`src/rtl/mux_pkg.sv`:
```
// Shared defaults and helpers for the round-robin valid/data mux.
// Default channel count, data width, clog2 helper and pointer reset value.
package mux_pkg;

  localparam int NUM_CH_DEF = 4;
  localparam int DATA_W_DEF = 6;

  function automatic int clog2(input int n);
    int r;
    r = 0;
    while ((1 << r) < n) begin
      r++;
    end
    return r;
  endfunction

  // Pointer resets to the last channel so channel 0 is searched first.
  function automatic int ptr_reset(input int n);
    return n - 1;
  endfunction

endpackage

```
`src/rtl/rr_arbiter.sv`:
```
// Wrap-around round-robin search over NUM_CH requests, one-hot plus encoded grant.
// MUX_RR_STRICT_PRIO_EN selects fixed lowest-index-wins priority instead.
module rr_arbiter
  import mux_pkg::*;
#(
  parameter int NUM_CH = NUM_CH_DEF,
  parameter int CH_W   = clog2(NUM_CH)
) (
  input  logic [NUM_CH-1:0] req_vec,
  input  logic [CH_W-1:0]   last_grant,
  input  logic              enable,
  output logic [NUM_CH-1:0] grant,
  output logic [CH_W-1:0]   grant_idx
);

  logic            found;
  logic [CH_W-1:0] win_idx;

`ifdef MUX_RR_STRICT_PRIO_EN
  logic unused_last_grant;
  assign unused_last_grant = ^last_grant;

  always_comb begin
    found   = 1'b0;
    win_idx = '0;
    for (int i = NUM_CH - 1; i >= 0; i--) begin
      if (req_vec[i]) begin
        found   = 1'b1;
        win_idx = CH_W'(i);
      end
    end
  end
`else
  logic [CH_W:0]   sum;
  logic [CH_W-1:0] cand;

  // Scan from farthest to nearest so the closest requester after the pointer wins.
  always_comb begin
    found   = 1'b0;
    win_idx = '0;
    sum     = '0;
    cand    = '0;
    for (int k = NUM_CH; k >= 1; k--) begin
      sum = {1'b0, last_grant} + (CH_W + 1)'(k);
      if (sum >= (CH_W + 1)'(NUM_CH)) begin
        sum = sum - (CH_W + 1)'(NUM_CH);
      end
      cand = sum[CH_W-1:0];
      if (req_vec[cand]) begin
        found   = 1'b1;
        win_idx = cand;
      end
    end
  end
`endif

  assign grant_idx = win_idx;

  generate
    for (genvar gi = 0; gi < NUM_CH; gi++) begin : g_grant
      assign grant[gi] = enable && found && (win_idx == CH_W'(gi));
    end
  endgenerate

endmodule

```
`src/rtl/mux_rr.sv`:
```
// N-channel registered valid/data mux with round-robin arbitration, pause and pop.
// Build option MUX_RR_STRICT_PRIO_EN switches the arbiter to strict priority.
module mux_rr
  import mux_pkg::*;
#(
  parameter int NUM_CH = NUM_CH_DEF,
  parameter int DATA_W = DATA_W_DEF,
  parameter int CH_W   = clog2(NUM_CH)
) (
  input  logic                     clk,
  input  logic                     reset_L,
  input  logic [NUM_CH*DATA_W-1:0] data_in,
  input  logic [NUM_CH-1:0]        valid_in,
  input  logic                     pause,
  output logic [NUM_CH-1:0]        pop,
  output logic [DATA_W-1:0]        data_out,
  output logic                     valid_out,
  output logic [CH_W-1:0]          grant_id
);

  localparam logic [CH_W-1:0] LAST_RST = CH_W'(ptr_reset(NUM_CH));

  logic [DATA_W-1:0] ch_data [NUM_CH];
  logic              req;
  logic [CH_W-1:0]   win_idx;

  logic              valid_q, valid_d;
  logic [DATA_W-1:0] data_q, data_d;
  logic [CH_W-1:0]   grant_q, grant_d;
  logic [CH_W-1:0]   last_q, last_d;

  generate
    for (genvar gi = 0; gi < NUM_CH; gi++) begin : g_unpack
      assign ch_data[gi] = data_in[gi*DATA_W +: DATA_W];
    end
  endgenerate

  assign req = !pause && (|valid_in);

  // Gating with reset_L keeps pop low for the whole time reset is held.
  rr_arbiter #(
    .NUM_CH (NUM_CH),
    .CH_W   (CH_W)
  ) u_arb (
    .req_vec    (valid_in),
    .last_grant (last_q),
    .enable     (!pause && reset_L),
    .grant      (pop),
    .grant_idx  (win_idx)
  );

  always_comb begin
    valid_d = 1'b0;
    data_d  = data_q;
    grant_d = grant_q;
    last_d  = last_q;
    if (req) begin
      valid_d = 1'b1;
      data_d  = ch_data[win_idx];
      grant_d = win_idx;
      last_d  = win_idx;
    end
  end

  always_ff @(posedge clk or negedge reset_L) begin
    if (!reset_L) begin
      valid_q <= 1'b0;
      data_q  <= '0;
      grant_q <= '0;
      last_q  <= LAST_RST;
    end else begin
      valid_q <= valid_d;
      data_q  <= data_d;
      grant_q <= grant_d;
      last_q  <= last_d;
    end
  end

  assign valid_out = valid_q;
  assign data_out  = data_q;
  assign grant_id  = grant_q;

endmodule

```
`config.mk`:
```
export PLATFORM = sky130hd
export DESIGN_NAME = mux_rr
export DESIGN_NICKNAME = d
export VERILOG_FILES = /design/src/rtl/mux_pkg.sv /design/src/rtl/rr_arbiter.sv /design/src/rtl/mux_rr.sv
export SDC_FILE = /design/constraint.sdc
export NUM_CORES = 1
export LEC_CHECK = 0
export ABC_AREA = 1
export ABC_CLOCK_PERIOD_IN_PS = 2400
export CAP_MARGIN = 20
export CELL_PAD_IN_SITES_DETAIL_PLACEMENT = 1
export CELL_PAD_IN_SITES_GLOBAL_PLACEMENT = 2
export CORE_ASPECT_RATIO = 0.75
export CORE_MARGIN = 2
export CORE_UTILIZATION = 20
export DETAILED_ROUTE_END_ITERATION = 10
export PLACE_DENSITY = 0.89
export SETUP_SLACK_MARGIN = 0.1
export SYNTH_ARGS = -nofsm -noshare
export SYNTH_HDL_FRONTEND = slang
export SYNTH_HIERARCHICAL = 1
export SYNTH_SLANG_ARGS = --single-unit
export TNS_END_PERCENT = 100
```
`constraint.sdc`:
```
create_clock -name clk -period 2.4 [get_ports clk]
set_input_delay 0.24 -clock clk [delete_from_list [all_inputs] [get_ports clk]]
set_output_delay 0.24 -clock clk [all_outputs]
set_load 0.005 [all_outputs]
```
# --- Word level (Yosys, flattened, before mapping) ---
# Index checks and enable logic that the tools add are counted.
totals:
  output_inout_bits: 13
  in_bits: 31
  ff_bits: 11
  word_cells: 59
op_classes:
  add_sub_neg: 8
  n_bitwise: 1
  order_cmp: 9
  reduce_logical: 10
  n_eq_ne: 3
  muxes: 24
op_table:
  columns: ["op", "n"]
  rows:
  - ["two-way mux 2 bit", 8]
  - [">= comparator 3 bit, second input constant", 5]
  - ["binary-select mux 6 bit (select 2 bit)", 1]
  - ["less-than comparator 2 x 3 -> 1 bit, second input constant", 4]
  - ["two-way mux 6 bit", 2]
  - ["two-way mux 1 bit", 9]
  - ["binary-select mux 1 bit (select 2 bit)", 4]
  - ["subtractor 2 x 1 -> 2 bit, second input constant", 4]
  - ["logical AND 1 bit", 7]
  - ["adder 2 x 2 -> 3 bit, second input constant", 2]
  - ["equality test 2 bit, second input constant", 2]
  - ["OR reduction 4 bit", 1]
  - ["adder 2 x 1 -> 3 bit, second input constant", 1]
  - ["adder 2 x 3 -> 3 bit, second input constant", 1]
  - ["NOT 2 -> 3 bit", 1]
  - ["equality test 2 x 1 -> 1 bit, second input constant", 1]
  - ["logical NOT 2 bit", 1]
  - ["logical NOT 1 bit", 1]

# --- Longest topological paths before layout ---
# Gate-level depths: netlist of run 1.
depth:
  word_depth: 13
  mapped_depth: 18
  depth_no_buf: 16

# --- Hierarchy ---
# Netlist of run 1, hierarchy kept.
by_module_without_submodules:
  columns: ["module", "cells_per_inst", "seq_area_each_um2", "area_per_inst_um2", "n_inst"]
  rows:
  - ["mux_rr", 119, 277.8, 718.2, 1]
  - ["rr_arbiter", 59, 0.0, 299.0, 1]

# --- Worst setup path after synthesis of run 1 ---
# No wires, ideal clock.
synth_path:
  kind: "register to register"
  from: "register last_q[0]"
  to: "register data_q[2], in the netlist data_out[2]"
  setup_slack_ps: 667
  n_path_buf: 2
  arrival_ps: 1617
  required_time_ps: 2284
  path_stages_with_launch: 16
  cell_sequence: "dfstp_2 > buf_6 > inv_8 > nand2_2 > nand2_2 > nand2_2 > nand2_2 > inv_2 > nand3_1 > nand2_2 > buf_4 > nand2_1 > nand3_1 > nand2_1 > nand2_1 > nand2_1"
synth_via:
  elab_chain_len: 13
  word_cells_on_any_way: 32
  cone_classes: "add/sub: 8; order compare: 4; mux: 19; bitwise: 1"
synth_lines:
  columns: ["element", "line_no", "source"]
  rows:
  - ["from (decl)", "mux_rr.sv:30", "logic [CH_W-1:0] last_q, last_d;"]
  - ["from (signal assigned)", "mux_rr.sv:75", "last_q <= last_d;"]
  - ["adder 2 x 3 -> 3 bit", "rr_arbiter.sv:44", "sum = {1'b0, last_grant} + (CH_W + 1)'(k);"]
  - [">= comparator 3 bit or subtractor 2 x 1 -> 2 bit (tied branches)", "rr_arbiter.sv:45, rr_arbiter.sv:46", null]
  - ["two-way mux 2 bit", "rr_arbiter.sv:45", "if (sum >= (CH_W + 1)'(NUM_CH)) begin"]
  - ["binary-select mux 1 bit (select 2 bit)", "rr_arbiter.sv:49", "if (req_vec[cand]) begin"]
  - ["two-way mux 1 bit (implied by the code)", "rr_arbiter.sv:49", null]
  - ["two-way mux 2 bit (3 in a row)", "rr_arbiter.sv:49", null]
  - ["two-way mux 2 bit (*)", "rr_arbiter.sv:49", null]
  - ["named net win_idx[0]", "mux_rr.sv:25", "logic [CH_W-1:0] win_idx;"]
  - ["NOT 2 -> 3 bit (implied by the code) (*)", "mux_rr.sv:59", "data_d = ch_data[win_idx];"]
  - ["binary-select mux 6 bit (select 2 bit) (*)", "mux_rr.sv:59", null]
  - ["two-way mux 6 bit (implied by the code) (*) (2 in a row)", "mux_rr.sv:59", null]
  - ["to (signal assigned)", "mux_rr.sv:73", "data_q <= data_d;"]
  - ["to (decl)", "mux_rr.sv:28", "logic [DATA_W-1:0] data_q, data_d;"]
# The timed path passes the listed nets; every way through them passes the cells marked *. The select of a mux whose other input is x is not followed.
# A chain may end at the register's enable or synchronous reset.

# --- Worst setup path in the final report of run 1 ---
layout_path:
  from: "register last_q[0]"
  to: "output port pop[1]"
layout_via:
  elab_chain_len: 11
  word_cells_on_any_way: 35
  cone_classes: "add/sub: 8; order compare: 4; eq/ne: 1; mux: 20; reduce/logical: 2"
layout_lines:
  columns: ["element", "line_no", "source"]
  rows:
  - ["adder 2 x 3 -> 3 bit", "rr_arbiter.sv:44", null]
  - [">= comparator 3 bit or subtractor 2 x 1 -> 2 bit (tied branches)", "rr_arbiter.sv:45, rr_arbiter.sv:46", null]
  - ["two-way mux 2 bit", "rr_arbiter.sv:45", null]
  - ["binary-select mux 1 bit (select 2 bit)", "rr_arbiter.sv:49", null]
  - ["two-way mux 1 bit (implied by the code)", "rr_arbiter.sv:49", null]
  - ["two-way mux 2 bit or two-way mux 1 bit (tied branches) (4 in a row)", "rr_arbiter.sv:49", null]
  - ["equality test 2 x 1 -> 1 bit or logical AND 1 bit (tied branches)", "rr_arbiter.sv:61", "assign grant[gi] = enable && found && (win_idx == CH_W'(gi));"]
  - ["logical AND 1 bit (*)", "rr_arbiter.sv:61", null]
  - ["to (decl)", "mux_rr.sv:15", "output logic [NUM_CH-1:0] pop,"]
# Every way passes the cells marked *; elsewhere a longest branch is shown, timed or not. The select of a mux whose other input is x is not followed.

==> results of run 1 <==
==> worst max-delay path, delay by kind of cell (launching register included) <==
kind / cells / cell delay, ns
simple gates: 8 / 0.62
flops: 1 / 0.56
buf+inv: 3 / 0.51
==> through the flow <==
stage / area (sq um) / hold WS, ns / instances
CTS: 1590 / 0.338 / 286
floorplan: 1020 / -0.0556 / 178
finish: 1600 / 0.334 / 286
detailed placement: 1500 / 0.479 / 279
global route: 1600 / 0.361 / 286
global placement: 1500 / 0.475 / 279
==> synthesized netlist by cell type, drive strengths merged <==
cell   instances
buf            5
dfrtp          9
dfstp          2
inv           37
nand2         97
nand3         17
nor2          10
o21ai          1
==> power breakdown <==
| part | total, mW | switching (mW) | internal, mW |
|---|---|---|---|
| registers | 0.352 | 0.0668 | 0.285 |
| clock network | 0.188 | 0.0715 | 0.117 |
| logic | 1.50 | 0.886 | 0.619 |
==> state kept, by name, summed over array words and instances (netlist names) <==
signal,count
valid_out,1
last_q,2
grant_id,2
data_out,6
==> worst max-delay path by stage <==
stage | endpoint | slack [ns]
3_3_place_gp | pop[0] | 0.15
6_report | pop[1] | 0.22
3_5_place_dp | pop[2] | 0.13
5_1_grt | pop[1] | 0.10
2_1_floorplan | data_out[2]$_DFFE_PN0P_ | 0.67
4_1_cts | pop[2] | 0.002
==> cells in the final DEF, fill, tap and decap left out <==
cell type         n
nand2_1          76
nand3_1          15
nor2_1            9
dlymetal6s2s_1    1
clkbuf_1          1
buf_12            1
inv_2             5
clkbuf_8          3
inv_8             1
inv_1            30
clkdlybuf4s50_1  39
dfstp_2           2
buf_4             5
inv_4             1
dfrtp_1           9
o21ai_0           1
nand2_2          20
nor2_2            1
dlygate4sd2_1     3
nand3_2           2
nand2_4           1
==> metal layers <==
| layer | vias to the layer above | global-route usage [%] | share of wire, % |
|---|---|---|---|
| met1 | 497 | 17.1 | 53 |
| met4 | 0 | 2.93 | 0.60 |
| met3 | 2 | 1.26 | 3.7 |
| met2 | 26 | 19.7 | 43 |
| met5 | - | 0 | 0 |
| li1 | 612 | - | - |
==> timing repair <==
item / CTS / global route
endpoints found under the setup margin: 4 / 6
pin swaps: 1 / 1
buffers inserted: 3 / 0
gates resized for setup: 7 / 4
endpoints found under the hold margin: 0 / 0
==> layout make-up <==
type	count	area [sq um]	share of cell area, %
repair buffers	49	487	30.5
inverters	37	149	9.33
multi-input cells	125	562	35.2
well taps	60	75.1	4.71
flip-flops and latches	11	278	17.4
clock buffers	4	45.0	2.82
==> cell families after synthesis <==
logic type,share of synthesized area (%)
compound gates,0.492
flops,27.3
buf+inv,18.9
simple gates,53.3
==> run metrics, run 1 <==
status=finished, final reports clean; Mapped Nets=209; worst reg-to-reg path cell count=17; Max Freq=0.459 GHz; Max FO, Critical Path=5; starting density of the core=20.8%; synthesis warning total=6; CTS buffer count=3; via count=1137; DRC Markers=0; CP peak stage delay=0.56 ns; TritonCTS clock tree=done; pwr dens=1280 nW/um^2; Std-Cell Rows=22; number of synthesized register bits=11; largest cells by area after synthesis=nand2_1 28%, dfrtp_1 22%, nand2_2 13%; grt ovf=0; vias in the first global route=1220; hpwl dp=2.50 mm; WP data required=between 2 and 2.5 ns; die width=approximately 86 um; WP data arrival=1.94 ns; FF-to-FF Start=last_q[0]$_DFFE_PN1P_; First-pass DRT Iterations=4; clk_lat worst skew=0.24 ns; worst clock skew=between 0.001 and 0.0015 ns; Final Max Tran Viols=0; Final ANT Viol Nets=0; top-area cell type share of the netlist area=28.0%; Post-CTS Hold Buffers=0; worst r2r dst=data_out[0]$_DFFE_PN0P_; P_leak=about 0.9 nW; largest net degree at the start of global routing=15; crit-path most repeated cell=nand2_2; Worst path slowest cell=dfstp_2; routed len/inst=11.1 um; antenna violations before repair=0; Crit. End Element=primary output; WL final=3.17 mm; worst reg2reg setup slack=0.35 ns; Fin. Hold Viols=0; fin util=32.6%; Critical Path Start=last_q[0]$_DFFE_PN1P_; Placement Setup Slack=around 0.13 ns; Slew HR=74.4%; crit-path cells=buf_4 -> nand2_1 -> nand2_2 -> nand2_2 -> nand2_2 -> nor2_1 -> nor2_2 -> buf_4 -> nand2_2 -> nor2_1 -> dlygate4sd2_1; Clock Path Buffers=2; # setup viols final=0; fin crit share=90.8%; final worst setup slack=between 0.2 and 0.25 ns; Pwr Total=2.05 mW; Core Region=4900 sq um; post-synthesis instance total=178; Hold/Removal Path Class=in2async; Syn Area/Cell=about 5.7 sq um; Synth cell types=14; fill count=646; Global Route Usage Sum=12.1%; clk sink count=11; Crit Path Category=reg2out; Port-buffer cells=43; root buf cell=clkbuf_8; Seq/Total Area, Yosys=27.3%; max_cap viols=0; Avg Vias per Cell=a little under 4; Worst-Margin Slew=between 0.3 and 0.4 ns; die area=5680 sq um; die height=65.8 um; H-tree Lvls=1; Reg clk slew, reported paths=0.05 ns; Worst VDD drop=388 uV; P&R area growth vs syn=56.8%; Startpoint Class=flip-flop; cell area after synthesis=1020 sq um; Sum Neg Setup Slack=0 ns; first-pass GRT wire length=approximately 5.5 mm; RSZ-0062 raised after global routing=false; layout cells sized above 1=18.6%; Synth area leader=nand2_1; num ports=44; RePlAce Congestion=around 0.84; number of antenna repair diodes=0; fin crit period=2.18 ns; Starting DRT DRC Count=46; Final nets=258
Power figures use the tool's default switching activity.
==> run 2: changes to the inputs <==
CTS_CLUSTER_SIZE = 24   (was unset)
==> results of run 2 <==
Same layout as run 1: the final DEF is identical, and so are final timing and power.
